File: src/rtl/id_ex_pipe_reg.sv
// ---------------------------------------------------------------------------
// id_ex_pipe_reg
//
// Decode -> execute pipeline register.
//   * Captures the decoded control bundle, register ids, the immediate and
//     the two register-file operands on every rising clock edge.
//   * Detects a load-use hazard against the instruction currently in EX.
//     On a hazard it loads a one-cycle bubble and asserts stall_out so the
//     PC and IF/ID register hold the dependent instruction.
//   * A taken-branch flush from execute squashes the decode instruction.
//     The flush has priority over the hazard.
//   * Keeps a saturating count of load-use stall cycles.
//
// Optional feature (compile-time macro ID_EX_WB_BYPASS_EN):
//   When defined, a writeback to the same register that decode is reading
//   in the same cycle is forwarded into ex_data_1 / ex_data_2. This covers
//   the window where the register file still shows the old value. When the
//   macro is not defined, the operands are captured exactly as read.
//
// Parameters:
//   CTRL_W  width of the opaque decoded control bundle
//   CNT_W   width of the saturating stall-cycle counter
//
// Ports:
//   clock, reset_n           clock; synchronous active-low reset
//   id_*                     decode-stage instruction fields and operands
//   ex_flush                 taken branch in execute: squash decode slot
//   wb_reg_write/id/value    writeback port (used only by the bypass)
//   stall_out                combinational: hold PC and IF/ID this cycle
//   ex_*                     registered execute-stage fields
//   stall_count              saturating count of load-use stall cycles
//
// Stall semantics: when stall_out is high, upstream must hold id_* stable
// for the next cycle. This register loads a bubble on that edge and then
// captures the held instruction on the following edge. A stall therefore
// always lasts exactly one cycle.
// ---------------------------------------------------------------------------
module id_ex_pipe_reg #(
  parameter int CTRL_W = 8,
  parameter int CNT_W  = 16
) (
  input  logic              clock,
  input  logic              reset_n,
  input  logic              id_valid,
  input  logic [4:0]        id_rs,
  input  logic [4:0]        id_rt,
  input  logic [4:0]        id_rd,
  input  logic              id_reg_write,
  input  logic              id_mem_read,
  input  logic [31:0]       id_read_data_1,
  input  logic [31:0]       id_read_data_2,
  input  logic [31:0]       id_imm,
  input  logic [CTRL_W-1:0] id_ctrl,
  input  logic              ex_flush,
  input  logic              wb_reg_write,
  input  logic [4:0]        wb_reg_id,
  input  logic [31:0]       wb_value,
  output logic              stall_out,
  output logic              ex_valid,
  output logic              ex_reg_write,
  output logic              ex_mem_read,
  output logic [4:0]        ex_rs,
  output logic [4:0]        ex_rt,
  output logic [4:0]        ex_rd,
  output logic [31:0]       ex_data_1,
  output logic [31:0]       ex_data_2,
  output logic [31:0]       ex_imm,
  output logic [CTRL_W-1:0] ex_ctrl,
  output logic [CNT_W-1:0]  stall_count
);

  localparam logic [CNT_W-1:0] CNT_ONE = {{(CNT_W-1){1'b0}}, 1'b1};
  localparam logic [CNT_W-1:0] CNT_MAX = {CNT_W{1'b1}};

  logic        hazard;
  logic [31:0] data_1_next;
  logic [31:0] data_2_next;

  // Load in EX whose destination is a source of the decode instruction.
  // Register 0 is hard-wired, so it never creates a dependency.
  always_comb begin
    hazard = id_valid & ex_valid & ex_mem_read & (ex_rd != 5'd0) &
             ((ex_rd == id_rs) | (ex_rd == id_rt));
  end

  // reset_n is folded in so stall_out is 0 throughout reset, even before
  // the registers have been initialised.
  assign stall_out = hazard & ~ex_flush & reset_n;

`ifdef ID_EX_WB_BYPASS_EN
  logic bypass_1;
  logic bypass_2;

  always_comb begin
    bypass_1    = wb_reg_write & (wb_reg_id != 5'd0) & (wb_reg_id == id_rs);
    bypass_2    = wb_reg_write & (wb_reg_id != 5'd0) & (wb_reg_id == id_rt);
    data_1_next = bypass_1 ? wb_value : id_read_data_1;
    data_2_next = bypass_2 ? wb_value : id_read_data_2;
  end
`else
  // Without the bypass the writeback port is ignored.
  logic unused_wb;
  assign unused_wb = ^{wb_reg_write, wb_reg_id, wb_value};

  always_comb begin
    data_1_next = id_read_data_1;
    data_2_next = id_read_data_2;
  end
`endif

  always_ff @(posedge clock) begin
    if (!reset_n) begin
      ex_valid     <= 1'b0;
      ex_reg_write <= 1'b0;
      ex_mem_read  <= 1'b0;
      ex_rs        <= 5'd0;
      ex_rt        <= 5'd0;
      ex_rd        <= 5'd0;
      ex_data_1    <= 32'd0;
      ex_data_2    <= 32'd0;
      ex_imm       <= 32'd0;
      ex_ctrl      <= '0;
      stall_count  <= '0;
    end else if (ex_flush || hazard) begin
      // Bubble: only the control side is cleared. Ids and data hold, which
      // is harmless because ex_valid = 0 qualifies them downstream.
      ex_valid     <= 1'b0;
      ex_reg_write <= 1'b0;
      ex_mem_read  <= 1'b0;
      ex_ctrl      <= '0;
      // A flush discards the stall, so only a pure hazard is counted.
      if (!ex_flush && (stall_count != CNT_MAX)) begin
        stall_count <= stall_count + CNT_ONE;
      end
    end else begin
      ex_valid     <= id_valid;
      ex_reg_write <= id_reg_write & id_valid;
      ex_mem_read  <= id_mem_read & id_valid;
      ex_rs        <= id_rs;
      ex_rt        <= id_rt;
      ex_rd        <= id_rd;
      ex_data_1    <= data_1_next;
      ex_data_2    <= data_2_next;
      ex_imm       <= id_imm;
      ex_ctrl      <= id_ctrl;
    end
  end

endmodule

File: config.mk
export PLATFORM = sky130hd
export DESIGN_NAME = id_ex_pipe_reg
export DESIGN_NICKNAME = d
export VERILOG_FILES = /design/src/rtl/id_ex_pipe_reg.sv
export SDC_FILE = /design/constraint.sdc
export NUM_CORES = 1
export LEC_CHECK = 0
export ABC_CLOCK_PERIOD_IN_PS = 2600
export CORE_MARGIN = 3
export CORE_UTILIZATION = 44
export DETAILED_ROUTE_END_ITERATION = 7
export PLACE_DENSITY_LB_ADDON = 0.12
export SLEW_MARGIN = 20
export SYNTH_ARGS = -nofsm -noshare
export SYNTH_HDL_FRONTEND = slang
export SYNTH_SLANG_ARGS = --single-unit
export TNS_END_PERCENT = 1
File: constraint.sdc
create_clock -name clock -period 2.6 [get_ports clock]
set_input_delay 0.52 -clock clock [delete_from_list [all_inputs] [get_ports clock]]
set_output_delay 0.52 -clock clock [all_outputs]
set_load 0.02 [all_outputs]
**After elaboration in Yosys (flattened, before gate mapping)**

Cells that the tools add are included.

- Bits in registers: 138
- Latch bits: 0
- Bits in writable memories: 0
- ROM bits: 0
- Bits of input ports: 163
- Output and inout bits: 139
- Word-level logic and storage cells: 32
- Memories kept: 0

- Add/subtract/negate cells: 1
- Multiply operators: 0
- Div/mod/pow operators: 0
- Order comparisons: 0
- Equality and inequality tests: 3
- Shift-type cells: 0
- Muxes and demuxes: 0
- Bitwise gates (word level): 11
- Reduce and logical (&&, ||, !) cells: 6

Operators by type and width:

| operator | count |
|---|---|
| adder 16 x 1 -> 16 bit, second input constant | 1 |
| != test 16 bit, second input constant | 1 |
| == test 5 bit | 2 |
| bitwise AND 1 bit | 8 |
| nonzero test 5 bit | 1 |
| NOT 1 bit | 2 |
| AND reduction 2 bit | 1 |
| OR reduction 2 bit | 1 |
| logical AND 1 bit | 1 |
| logical NOT 1 bit | 1 |
| logical OR 1 bit | 1 |
| bitwise OR 1 bit | 1 |

**Depth between registers and ports, before layout**

- Word-level depth: 6
- Depth in mapped cells: 9
- Depth with buffers taken out: 6

**Least setup slack after synthesis**

OpenSTA, ideal clock, no wires.

- Path type: reg-to-output
- From: register ex_rd[4]
- To: output port stall_out
- Data arrival time: 2.023 ns
- Required time: 2.080 ns
- Path slack: 0.057 ns
- Stages on the path, launching flop included: 9
- Path buffers: 4
- Cells stage by stage: dfxtp_1 buf_2 xnor2_1 nand3_1 o22a_1 buf_2 buf_2 buf_1 nor3_1

- Cells in the longest elaborated chain, start to end: 5
- Elaborated cells between the ends (all ways): 8
- Classes of those cells: eq/ne: 2; bitwise: 5; reduce/logical: 1

Ends and longest elaborated chain:

| item | line | RTL |
|---|---|---|
| start, declared | 64 | `output logic [4:0] ex_rd,` |
| start signal, assigned | 141 | `ex_rd <= id_rd;` |
| == test 5 bit / nonzero test 5 bit (equally long branches) | 83, 82 |  |
| bitwise OR 1 bit / bitwise AND 1 bit (equally long branches) | 83, 82 |  |
| bitwise AND 1 bit (*) | 82 | `hazard = id_valid & ex_valid & ex_mem_read & (ex_rd != 5'd0) &` |
| bitwise AND 1 bit (*) (2 in a row) | 88 | `assign stall_out = hazard & ~ex_flush & reset_n;` |
| end, declared | 58 | `output logic stall_out,` |

Mark *: on every way between the ends. The rest lies on a longest branch, timed or not.

**Final worst setup path**

- From: register ex_rd[1]
- To: output port stall_out

Same word-level chain as after synthesis.

==> results.md <==
* Result of the run: finished, final reports clean
* RSZ-0062 raised after global routing: false
* Post-synth top area share at 0.3584
* Total of max-cap violations at 0
* Die outline area at around 0.019 sq mm
* Final critical-path share of the clock period at 0.9605
* Post-synth top flop: sky130_fd_sc_hd__dfxtp_1
* Logic gate share of total power at 0.219
* Via count of the routed design at ~8100
* Die boundary height at ~140 um
* Static power due to leakage at around 3.3 nW
* Cell type of the slowest stage on the worst timing path: sky130_fd_sc_hd__or4_1
* Mapped Cells at 935
* First DRT Iteration DRCs at about 570
* Fin Clk Skew at between 0.009 and 0.01 ns
* Top post-synthesis cells by count: sky130_fd_sc_hd__dfxtp_1, sky130_fd_sc_hd__nand2_1, sky130_fd_sc_hd__nand3_1
* FFs w/ async S/R, synth at 0
* WHS Path Cells at 2
* Clock Sinks at roughly 140
* CP Data Required Time at roughly 2.1 ns
* Synthesis-to-layout area growth at 43.77%
* IO buf count at ~260
* Largest net degree at the start of global routing at between 100 and 150
* Most numerous cell in the Yosys netlist: sky130_fd_sc_hd__dfxtp_1
* Cell taking the most area after synthesis: sky130_fd_sc_hd__dfxtp_1
* Crit path buf inv count at 1
* Number of iterations in the first detailed-routing pass at 5
* Arr. time, crit path at just under 2 ns
* DIE WIDTH at approximately 140 um
* Number of antenna violations at the first check in global routing at 0
* Sequential power share at 0.369
* Startpoint of the worst hold path: stall_count[9]
* Wire length per cell after detailed routing at roughly 18 um
* Clock latency reported for the late side of the worst-skew pair at around 0.4 ns
* Wire length of the first global-routing pass at roughly 39000 um
* Flops & latches, synth at between 100 and 150
* Clock Root Buffer: sky130_fd_sc_hd__clkbuf_16
* Flop2flop setup slack at 0.51 ns
* Routed wire length at about 24000 um
* Final count of negative-setup-slack endpoints at 0
* Power Dens Cells at between 500 and 600 mW/mm^2
* Worst R2R End: ex_reg_write
* Highest Clock Rate at approximately 0.40 GHz
* Series of cell instances along the critical path: or4_1 -> o21ai_4 -> nor3_2 -> buf_4
* Routed vias/inst at roughly 6
* Peak VDD IR at 0.4490 mV
* Nature of the critical path endpoint: primary output
* Fin. Hold Viols at 0
* Site row count at 47
* N_diodes at 0
* Portion of the post-synthesis area used by sequential elements at 0.3584
* Worst setup path class: flop to primary output
* CTS HTree Levels at 4
* Worst Hold Class: flop to flop
* CP Max Fanout at 7
* Delay contributed by the slowest stage of the critical path at slightly above 0.6 ns
* Area of the mapped netlist at slightly below 0.008 sq mm
* Deepest clock path buffer count at 2
* Utilization after layout at 0.6565
* Proportion of layout cells with a drive suffix above 1 at 0.05919
* Hold_buf cts at 0
* Sw Share at 0.2737
* Post-synth net total at roughly 1100
* Relative contribution of the clock network to total power at 0.412
* R2R depth at 5
* Hold worst-path end: stall_count[9]
* Yosys warning count at 0
* Post-Synthesis Mean Instance Area at roughly 8 sq um
* Clock tree from TritonCTS: yes
* Power spent charging and discharging nets at about 0.0018 W
* DRC viols at 0
* Count of fill cells added during filler insertion at 1452
* EDFF count, synth at 0
* Pint at 0.004822 W
* Crit path max-delay family: simple AND/OR/NAND/NOR gates
* Clock input transition at the sequential cells of the worst setup and hold paths at 0.05 ns
* Vias in the first global route at around 7400
* R2r startpoint: ex_rd[1]
* Overall Global Routing Usage at 0.2372
* Top Ports at between 300 and 400
* Ranking of synthesized cells by area: sky130_fd_sc_hd__dfxtp_1, sky130_fd_sc_hd__a32oi_1, sky130_fd_sc_hd__nor3b_1
* TritonCTS Buffers at 17
* Fin crit period at roughly 2.5 ns
* Max Transition Viols Final at 0
* DP HPWL at ~15000 um
* Library cells used by synthesis at between 40 and 50
* Slew at the pin closest to its max-slew limit at 0.9794 ns
* Core area at around 0.017 sq mm
* Setup total negative slack at 0 ns
* Pwr Total at 0.006639 W
* Post-layout nets at approximately 1300
* Detail Route Antenna Nets at 0
* Max-Slew Margin vs Limit at 0.3471
* Gp weighted congestion at between 0.8 and 0.9
* Critical path launch point type: flop
* Remaining Overflow, GRT at 0
* Initial cell density of the core at 0.4567
-- placed cells by master, fill, tap and decap left out, drive strengths merged, types with 3 or more instances in the layout --
| master | count |
|---|---|
| a21oi | 5 |
| a32oi | 111 |
| and2 | 9 |
| and3 | 3 |
| buf | 26 |
| bufinv | 5 |
| clkbuf | 21 |
| clkdlybuf4s50 | 260 |
| clkinvlp | 4 |
| dfxtp | 138 |
| mux2i | 9 |
| nand2 | 132 |
| nand2b | 11 |
| nand3 | 117 |
| nand4 | 5 |
| nor2 | 4 |
| nor3 | 3 |
| nor3b | 111 |
| nor4 | 7 |
| o211ai | 108 |
| o311ai | 4 |
| o31ai | 5 |
| o41ai | 3 |
| or4 | 5 |
| xnor2 | 10 |
-- stage by stage --
| stage | cell area, sq um | setup WS, ns | hold slack [ns] | cells |
|---|---|---|---|---|
| 2_1_floorplan | 7707 | 0.05676 | 0.5521 | 935 |
| 3_3_place_gp | 10390 | 0.1103 | 0.4763 | 1321 |
| 3_5_place_dp | 10390 | 0.09584 | 0.4880 | 1321 |
| 4_1_cts | 11060 | 0.05802 | 0.4979 | 1352 |
| 5_1_grt | 11080 | 0.01912 | 0.5198 | 1352 |
| 6_report | 11080 | 0.1026 | 0.4998 | 1352 |
-- worst max-delay path by stage --
stage          slack (ns)     start   endpoint  depth (start not counted)
6_report             0.10  ex_rd[1]  stall_out                          4
5_1_grt              0.02  ex_rd[1]  stall_out                          4
4_1_cts              0.06  ex_rd[1]  stall_out                          4
3_5_place_dp          0.1  id_rt[3]  stall_out                          6
3_3_place_gp         0.11  id_rt[0]  stall_out                          6
2_1_floorplan        0.06  ex_rd[4]  stall_out                          8
-- logic make-up after synthesis --
| family | after synthesis | share of synthesized area |
|---|---|---|
| adders and majority gates | 1 | 0.001623 |
| and+or+nand+nor | 411 | 0.2909 |
| muxes | 9 | 0.01169 |
| AOI/OAI and AO/OA | 244 | 0.2570 |
| DFF | 138 | 0.3584 |
| xor gates and xnor gates | 10 | 0.01136 |
| buffers and inverters | 122 | 0.06899 |
-- registers in the layout, summed over array words and instances, names as in the netlist --
signal / flops
ex_ctrl: 8
ex_rs: 5
ex_rt: 5
ex_valid: 1
stall_count: 16
ex_mem_read: 1
ex_data_1: 32
ex_rd: 5
ex_data_2: 32
ex_imm: 32
ex_reg_write: 1
-- tightest hold or removal path, delay by kind of cell, from the launching register on --
| family | cells | cell delay, ns |
|---|---|---|
| flops | 1 | 0.33 |
| simple gates | 1 | 0.06 |
| mux | 1 | 0.05 |
-- power groups by stage --
stage          clock [W]  combinational, W  sequential, W
3_3_place_gp           0           0.00144        0.00249
5_1_grt          0.00287           0.00156        0.00248
6_report         0.00273           0.00145        0.00245
2_1_floorplan          0          0.000537        0.00270
4_1_cts          0.00278           0.00146        0.00245
3_5_place_dp           0           0.00145        0.00249
-- repair_timing --
item	in CTS	in global routing
resized for setup	0	2
setup endpoints to repair	0	1
buffers inserted	0	0
-- layout make-up --
cell class                 instances  area, sq um  area share
timing repair buffer             286         2905      0.2622
tap                              220        275.3     0.02484
multi-input combinational        675         4457      0.4022
inverter                           2        10.01   0.0009033
clock buffer                      21        480.5     0.04336
sequential                       138         2764      0.2494
clock inverter                    10        188.9     0.01705
-- metal layers --
| layer | wire length, um | up-vias | GRT usage |
|---|---|---|---|
| met1 | 10650 | 3881 | 0.3139 |
| met5 | 0 | - | 0 |
| met2 | 11060 | 235 | 0.3720 |
| met4 | 329 | 0 | 0.05512 |
| met3 | 1820 | 22 | 0.08598 |
| li1 | - | 3974 | - |
Note: power is estimated with default switching activity, not from simulation.
